===== src/rtl/fetch_stage_pkg.sv =====
// Shared definitions for the MIPS fetch stage and its pipeline registers.
//   RESET_PC_DEF  : default PC loaded on reset
//   NOP_INSTR_DEF : default bubble instruction word
//   fetch_state_e : fetch state machine encoding
package fetch_stage_pkg;

  localparam logic [31:0] RESET_PC_DEF  = 32'h0000_3000;
  localparam logic [31:0] NOP_INSTR_DEF = 32'h0000_0000;

  typedef enum logic {
    FETCH = 1'b0,
    HELD  = 1'b1
  } fetch_state_e;

endpackage


===== src/rtl/fetch_stage_if_id_reg.sv =====
// IF/ID pipeline register: PC, instruction word and valid bit.
// Ports:
//   i_clk, i_rst_n     : clock, asynchronous active-low reset
//   i_load             : capture {i_pc, i_instr} as a valid instruction
//   i_bubble, i_flush  : replace the instruction with NOP, clear valid, keep PC
//   i_pc, i_instr      : incoming PC and instruction word
//   o_pc, o_instr      : registered PC and instruction
//   o_valid            : register holds a real instruction
// Priority: flush/bubble over load over hold.
module if_id_reg
  import fetch_stage_pkg::*;
#(
  parameter logic [31:0] NOP_INSTR = NOP_INSTR_DEF
) (
  input  logic        i_clk,
  input  logic        i_rst_n,
  input  logic        i_load,
  input  logic        i_bubble,
  input  logic        i_flush,
  input  logic [31:0] i_pc,
  input  logic [31:0] i_instr,
  output logic [31:0] o_pc,
  output logic [31:0] o_instr,
  output logic        o_valid
);

  logic [31:0] r_pc;
  logic [31:0] r_instr;
  logic        r_valid;

  always_ff @(posedge i_clk or negedge i_rst_n) begin
    if (!i_rst_n) begin
      r_pc    <= 32'h0000_0000;
      r_instr <= NOP_INSTR;
      r_valid <= 1'b0;
    end else if (i_flush || i_bubble) begin
      // PC is deliberately left alone so decode still sees the last real PC
      r_instr <= NOP_INSTR;
      r_valid <= 1'b0;
    end else if (i_load) begin
      r_pc    <= i_pc;
      r_instr <= i_instr;
      r_valid <= 1'b1;
    end
  end

  assign o_pc    = r_pc;
  assign o_instr = r_instr;
  assign o_valid = r_valid;

endmodule


===== src/rtl/fetch_stage.sv =====
// IF stage of the 5-stage MIPS pipeline.
// Holds the fetch PC, runs a req/ack handshake with variable-latency
// instruction memory and fills the IF/ID register.
// Ports:
//   clk, reset          : clock, asynchronous active-low reset
//   NPc                 : next PC from next-PC mux (used only on accept)
//   Stall, Flush        : hazard-unit controls
//   Imem_req/addr       : fetch request and address (address == Pc)
//   Imem_ack/rdata      : memory response
//   Pc                  : current fetch PC
//   Pc_D, InstrD, Valid_D : IF/ID contents
//   Fetch_busy          : request outstanding without ack this cycle
module fetch_stage
  import fetch_stage_pkg::*;
#(
  parameter logic [31:0] RESET_PC  = RESET_PC_DEF,
  parameter logic [31:0] NOP_INSTR = NOP_INSTR_DEF
) (
  input  logic        clk,
  input  logic        reset,
  input  logic [31:0] NPc,
  input  logic        Stall,
  input  logic        Flush,
  output logic        Imem_req,
  output logic [31:0] Imem_addr,
  input  logic        Imem_ack,
  input  logic [31:0] Imem_rdata,
  output logic [31:0] Pc,
  output logic [31:0] Pc_D,
  output logic [31:0] InstrD,
  output logic        Valid_D,
  output logic        Fetch_busy
);

  fetch_state_e r_state;
  fetch_state_e w_state_nxt;
  logic [31:0]  r_pc;
  logic [31:0]  r_buf;

  logic         w_accept;
  logic         w_bubble;
  logic         w_buf_load;
  logic         w_req;
  logic         w_busy;
  logic [31:0]  w_ifid_instr;

  always_ff @(posedge clk or negedge reset) begin
    if (!reset) begin
      r_state <= FETCH;
    end else begin
      r_state <= w_state_nxt;
    end
  end

  always_comb begin
    w_state_nxt = r_state;
    case (r_state)
      FETCH:   if (Imem_ack && Stall) w_state_nxt = HELD;
      HELD:    if (!Stall)            w_state_nxt = FETCH;
      default: w_state_nxt = FETCH;
    endcase
  end

  always_comb begin
    w_req      = 1'b0;
    w_busy     = 1'b0;
    w_accept   = 1'b0;
    w_bubble   = 1'b0;
    w_buf_load = 1'b0;
    case (r_state)
      FETCH: begin
        w_req      = 1'b1;
        w_busy     = !Imem_ack;
        w_accept   = Imem_ack && !Stall;
        w_bubble   = !Imem_ack && !Stall;
        // ack arrived while decode is stalled: park the word until release
        w_buf_load = Imem_ack && Stall;
      end
      HELD: begin
        w_accept = !Stall;
      end
      default: ;
    endcase
  end

  always_ff @(posedge clk or negedge reset) begin
    if (!reset) begin
      r_pc  <= RESET_PC;
      r_buf <= 32'h0000_0000;
    end else begin
      if (w_accept)   r_pc  <= NPc;
      if (w_buf_load) r_buf <= Imem_rdata;
    end
  end

  assign w_ifid_instr = (r_state == HELD) ? r_buf : Imem_rdata;

  if_id_reg #(
    .NOP_INSTR (NOP_INSTR)
  ) u_if_id (
    .i_clk    (clk),
    .i_rst_n  (reset),
    .i_load   (w_accept),
    .i_bubble (w_bubble),
    .i_flush  (Flush),
    .i_pc     (r_pc),
    .i_instr  (w_ifid_instr),
    .o_pc     (Pc_D),
    .o_instr  (InstrD),
    .o_valid  (Valid_D)
  );

  assign Pc         = r_pc;
  assign Imem_addr  = r_pc;
  assign Imem_req   = w_req;
  assign Fetch_busy = w_busy;

endmodule


===== config.mk =====
export PLATFORM = sky130hd
export DESIGN_NAME = fetch_stage
export DESIGN_NICKNAME = d
export VERILOG_FILES = /design/src/rtl/fetch_stage_pkg.sv /design/src/rtl/fetch_stage_if_id_reg.sv /design/src/rtl/fetch_stage.sv
export SDC_FILE = /design/constraint.sdc
export NUM_CORES = 1
export LEC_CHECK = 0
export CORE_MARGIN = 2
export CORE_UTILIZATION = 50
export CTS_BUF_LIST = sky130_fd_sc_hd__clkbuf_4
export DETAILED_ROUTE_END_ITERATION = 7
export GPL_TIMING_DRIVEN = 0
export PLACE_DENSITY = 0.95
export SYNTH_ARGS = -nofsm -noshare
export SYNTH_HDL_FRONTEND = slang
export SYNTH_HIERARCHICAL = 1
export SYNTH_SLANG_ARGS = --single-unit

===== constraint.sdc =====
create_clock -name clk -period 5.6 [get_ports clk]
set_clock_uncertainty 0.15 [all_clocks]
set_input_delay 1.12 -clock clk [delete_from_list [all_inputs] [get_ports clk]]
set_output_delay 1.12 -clock clk [all_outputs]
set_load 0.02 [all_outputs]

==> out/results.tsv, run 1 <==
metric	value	unit
post-route ant nets	0	
most common cell in the synthesized netlist	dfrtp_1	
critical path type	primary input to primary output	
FFs w/ async S/R, synth	1.00	
DRT iter0 DRCs	99	
Seq cells post-synth	130	
H-tree depth	4	
fillers	741	
WL/cell	18.2	um
static leakage	3.66	nW
Routed WL	13800	um
status	completed	
Synth Flop Type	dfrtp_1	
Max VDD drop	0.221	mV
First-pass DRT Iterations	4	
die width	111	um
gr usage total	0.231	
clock root cell	clkbuf_4	
Die Ht	111	um
Fmax	263	MHz
library cells used by synthesis	18	
postcts setup bufs	0	
Worst-Margin Slew	0.602	ns
Die Footprint	12400	um^2
RSZ-0062 raised after global routing	no	
Clock Path Buffers	2	
global route overflow	0	
Vias/cell	5.01	
Post-CTS Hold Buffers	0	
Pins Over Slew Limit	0	
Yosys top cell by area	dfrtp_1	
setup slack after placement	1.80	ns
Setup-failing EPs final	0	
Post-Synthesis Cell Area	5750	um^2
Final period util	0.680	
clk_lat worst skew	0.51	ns
CP max FO	4	
Seq/Total Area, Yosys	0.566	
CTS buffer count	17	
Yosys Warn Count	6	
Initial Util	0.508	
Cell Area, Placed	7950	um^2
number of diodes	0	
synth cell count leaders	128 x dfrtp_1, 94 x mux2_2, 35 x nor2_1, 33 x buf_4, 32 x mux2i_1	
# port buffers	199	
utilization after layout	0.726	
post-synthesis to final-layout area growth	43.0	%
num ports	200	
Max Cap Violations	0	
initial antenna violation count	0	
Final Worst Setup Slack	1.79	ns
Post-synth EDFFs	0	
Final Hold Viols	0	
relative slew slack	0.599	
Mapped Nets	455	
PwrDens	340	nW/um^2
share of cells above drive strength 1	0.341	
synth top area cells	dfrtp_1 56%, mux2_2 18%, mux2_4 7.8%, mux2i_1 5.6%, buf_4 4.3%	
CP Launch Type	primary input	
Hold Slack	0.357	ns
first-pass GRT wire length	22300	um
gpl congestion	0.836	
Detailed Place HPWL	10300	um
Worst-path clk slew	0.11	ns
Worst Hold Depth	1	
Site Rows	39	
post-synthesis instance total	386	
CTS tree	built	
r2r worst-path depth	7	
Final Instance Area	8220	um^2
WP data required	4.33	ns
Multi-input gate area	2080	um^2
nets@finish	674	
vias in the first global route	4263	
post-synth top area share	0.557	
syn avg cell area	14.9	um^2
post-cts resize count	0	
CP endpoint kind	primary output	
Crit path arrival time	2.54	ns
clk sinks	130	
Hold Crit Class	flop to flop	
area of the core	11300	um^2
Seq. cell area	3260	um^2
post-layout minimum cycle time	3.81	ns
detailed-route DRC error count	0	
largest net degree at the start of global routing	67	
detailed-route via count	3816	
per-layer routing:
metal,GRT usage,wire (um),vias to the layer above,share of wire
met5,0,0,-,0
met3,0.0694,1010,20,0.073
met1,0.266,5460,1896,0.39
met4,0.0782,214,0,0.015
met2,0.411,7140,163,0.52
li1,-,-,1737,-
cell families after synthesis:
| logic type | synth area share |
|---|---|
| and+or+nand+nor | 0.0326 |
| AOI/OAI and AO/OA | 0.00326 |
| buffers and inverters | 0.0718 |
| DFF | 0.566 |
| muxes | 0.326 |
flip-flops by register name, indices dropped and copies added, names as in the netlist:
name / count
u_if_id/o_pc: 32
r_buf: 32
Imem_addr: 32
r_state: 1
u_if_id/o_valid: 1
u_if_id/o_instr: 32
cell type report:
| cell class | count | area share |
|---|---|---|
| flip-flops and latches | 130 | 0.396 |
| clock inverters | 15 | 0.0174 |
| plain buffers | 53 | 0.0493 |
| repair buffers | 200 | 0.246 |
| well taps | 143 | 0.0218 |
| inverters | 2 | 0.000913 |
| multi-input cells | 201 | 0.253 |
| clock buffers | 17 | 0.0155 |
critical path, cell delays in order:
cell	delay, ns
clkdlybuf4s50_1	0.56
nor2_1	0.20
clkdlybuf4s50_1	0.65
power by group:
part / internal (W) / total (W) / leakage (nW) / switching [W]
logic: 0.000544 / 0.000961 / 1.92 / 0.000417
clock network: 0.000261 / 0.000611 / 0.146 / 0.000350
registers: 0.00111 / 0.00122 / 1.59 / 0.000116
path summary, 6_finish.rpt:
kind	from	to	slack [ns]
max in group asynchronous	reset	Imem_addr[13]	4.10
min	u_if_id/o_pc[0]	u_if_id/o_pc[0]	0.36
min reg2reg	u_if_id/o_pc[0]	u_if_id/o_pc[0]	0.36
max reg2reg	r_state	u_if_id/o_instr[16]	3.22
min in group asynchronous	reset	u_if_id/o_instr[5]	0.43
max	Imem_ack	Fetch_busy	1.79
metrics by stage:
| stage | setup TNS [ns] | total power (W) | std cells |
|---|---|---|---|
| finish | 0 | 0.00279 | 761 |
| detailed placement | 0 | 0.00221 | 729 |
| global placement | -191.93 | 0.00216 | 728 |
| floorplan | 0 | 0.00172 | 386 |
| global route | 0 | 0.00292 | 761 |
| CTS | 0 | 0.00283 | 761 |
cell usage in the layout, fill, tap and decap left out, types with 3 or more instances in the layout:
cell type | Yosys | layout
mux2_1 | 4 | 4
clkinv_4 | 0 | 3
clkbuf_1 | 4 | 4
mux2_2 | 94 | 94
clkbuf_4 | 0 | 17
buf_6 | 10 | 11
mux2_4 | 30 | 30
dfrtp_1 | 128 | 128
clkinv_2 | 0 | 5
buf_2 | 6 | 6
buf_4 | 33 | 33
mux2i_1 | 32 | 32
clkdlybuf4s50_1 | 0 | 198
nor2_1 | 35 | 35
No activity file was read; power rests on OpenSTA's default activity.
==> inputs of run 2 (changes only) <==
Settings changed: CORE_UTILIZATION 50 to 42, PLACE_DENSITY 0.95 to 0.89.
Clock period 5.6 ns to 3.4 ns, I/O delays scaled along.
==> run 2 against run 1 <==
  * Register-to-register slack lost 2.2 ns
  * Hold slack is essentially flat
  * Highest routed layer unchanged
  * Sequential share of layout area shrank 0.054 points
  * Total power grew 60%
==> out/results.tsv, run 2 (same netlist as run 1, synthesis figures left out) <==
metric	value	unit	change
Vias/cell	4.75		was 5.01
CP cell instances	clkdlybuf4s50_1 > nor2_1 > clkdlybuf4s50_1		unchanged
r2r startpoint	r_state		unchanged
CTS tree	built		unchanged
die width	121	um	was 111 um
Pins Over Slew Limit	0		unchanged
first-pass GRT wire length	20900	um	was 22300 um
vias in the first global route	4026		was 4263
post-cts resize count	0		unchanged
PwrDens	543	nW/um^2	was 340 nW/um^2
detailed-route via count	3763		was 3816
crit path buf inv count	2		unchanged
CP Launch Type	primary input		unchanged
r2r worst-path depth	7		unchanged
First-pass DRT Iterations	4		unchanged
Die Ht	121	um	was 111 um
Clock Path Buffers	2		unchanged
Hold Slack	0.356	ns	was 0.357 ns
# port buffers	199		unchanged
status	completed		unchanged
clk_lat worst skew	0.54	ns	was 0.51 ns
num ports	200		unchanged
Setup TNS	0	ns	unchanged
Worst-path clk slew	0.10	ns	was 0.11 ns
commonest cells after routing, fill and taps aside	198 x clkdlybuf4s50_1, 128 x dfrtp_1, 94 x mux2_2, 35 x nor2_1, 33 x buf_4		unchanged
r2r setup slk	0.99	ns	was 3.22 ns
setup slack after placement	0.243	ns	was 1.80 ns
WL met2	6760	um	was 7140 um
RSZ-0062 raised after global routing	no		unchanged
Post-CTS Hold Buffers	1		was 0
top sig layer	met4		unchanged
Crit path max-delay family	buffers and inverters		unchanged
Crit path top cell by count	clkdlybuf4s50_1		unchanged
H-tree depth	4		unchanged
Worst path slowest cell	clkdlybuf4s50_1		unchanged
DRT iter0 DRCs	156		was 99
Final period util	0.856		
postcts setup bufs	0		unchanged
WL met1	5430	um	was 5460 um
Final Worst Setup Slack	0.490	ns	was 1.79 ns
gr usage total	0.186		was 0.231
gpl congestion	0.758		was 0.836
Hold EP	u_if_id/o_pc[0]		unchanged
Max Cap Violations	0		unchanged
Final Hold Viols	0		unchanged
RR Endpoint	u_if_id/o_instr[14]		was u_if_id/o_instr[16]
crit-path max cell delay	0.64	ns	was 0.65 ns
CP endpoint kind	primary output		unchanged
post-synthesis to final-layout area growth	43.2	%	was 43.0%
Met3 Wirelength	797	um	was 1010 um
static leakage	3.63	nW	was 3.66 nW
WL/cell	16.7	um	was 18.2 um
hold wc startpoint	u_if_id/o_pc[0]		unchanged
critical path type	primary input to primary output		unchanged
share of cells above drive strength 1	0.337		was 0.341
CP max FO	4		unchanged
Detailed Place HPWL	9980	um	was 10300 um
Hold Crit Class	flop to flop		unchanged
Crit path arrival time	2.08	ns	was 2.54 ns
Site Rows	42		was 39
CTS buffer count	17		unchanged
post-route ant nets	0		unchanged
Max VDD drop	0.311	mV	was 0.221 mV
CP Launch Point	Imem_ack		unchanged
number of diodes	0		unchanged
relative slew slack	0.637		was 0.599
clk sinks	130		unchanged
initial antenna violation count	0		unchanged
detailed-route DRC error count	0		unchanged
post-layout minimum cycle time	2.91	ns	
Fmax	344	MHz	
area of the core	13300	um^2	was 11300 um^2
Initial Util	0.432		was 0.508
WP data required	2.57	ns	was 4.33 ns
nets@finish	675		was 674
global route overflow	0		unchanged
Setup-failing EPs final	0		unchanged
largest net degree at the start of global routing	72		was 67
Worst-Margin Slew	0.544	ns	was 0.602 ns
Worst Hold Depth	1		unchanged
Routed WL	13300	um	was 13800 um
Die Footprint	14600	um^2	was 12400 um^2
most common cell after layout, fill and taps aside	clkdlybuf4s50_1		unchanged
clock root cell	clkbuf_4		unchanged
==> run 2: cell types whose count changed in the layout (fill, tap and decap cells not counted), sizes merged <==
cell / previous run / this run
clkinv: 10 / 7
clkinvlp: 2 / 4
bufinv: 2 / 1
clkbuf: 21 / 22
dlygate4sd3: 0 / 1
inv: 3 / 2
==> run 2: worst max path at each step <==
| stage | end | cells after the start | slack, ns |
|---|---|---|---|
| final | Fetch_busy | 3 | 0.49 |
| after global routing | Fetch_busy | 3 | 0.42 |
| after CTS | Fetch_busy | 3 | 0.48 |
| after detailed placement | u_if_id/o_pc[18] | 8 | 0.24 |
| after global placement | Imem_addr[5] | 1 | -3.30 |
| after floorplan | u_if_id/o_pc[1] | 7 | 1.13 |
==> run 2: metal layers <==
layer  vias to the layer above  track usage
li1                       1739            -
met1                      1858        0.223
met2                       143        0.313
met3                        23       0.0540
met4                         0       0.0770
met5                         -            0
==> run 2: power by group <==
part | switching [W] | internal (W) | leakage [nW]
combinational | 0.000674 | 0.000897 | 1.93
sequential | 0.000186 | 0.00182 | 1.59
clock | 0.000545 | 0.000350 | 0.118
==> run 2: per-stage QoR <==
step / total power (W) / cell area [um^2] / instances / utilization
finish: 0.00447 / 8230 / 793 / 0.619
detailed placement: 0.00362 / 7990 / 762 / 0.601
global route: 0.00470 / 8230 / 793 / 0.619
global placement: 0.00356 / 7960 / 761 / 0.599
floorplan: 0.00284 / 5750 / 386 / -
CTS: 0.00453 / 8230 / 793 / 0.619
==> run 2: final cells by class <==
cell class / count / area (um^2)
inverters: 2 / 7.51
multi-input cells: 201 / 2080
repair buffers: 201 / 2030
flip-flops and latches: 130 / 3260
clock buffers: 18 / 135
well taps: 176 / 220
clock inverters: 12 / 95.1
plain buffers: 53 / 405
fillers: 994 / 5060
==> inputs of run 3 (changes only) <==
Settings changed: CTS_CLUSTER_SIZE from default to 8.
==> results of run 3 <==
Final layout, timing and power as in run 2 (identical DEF).
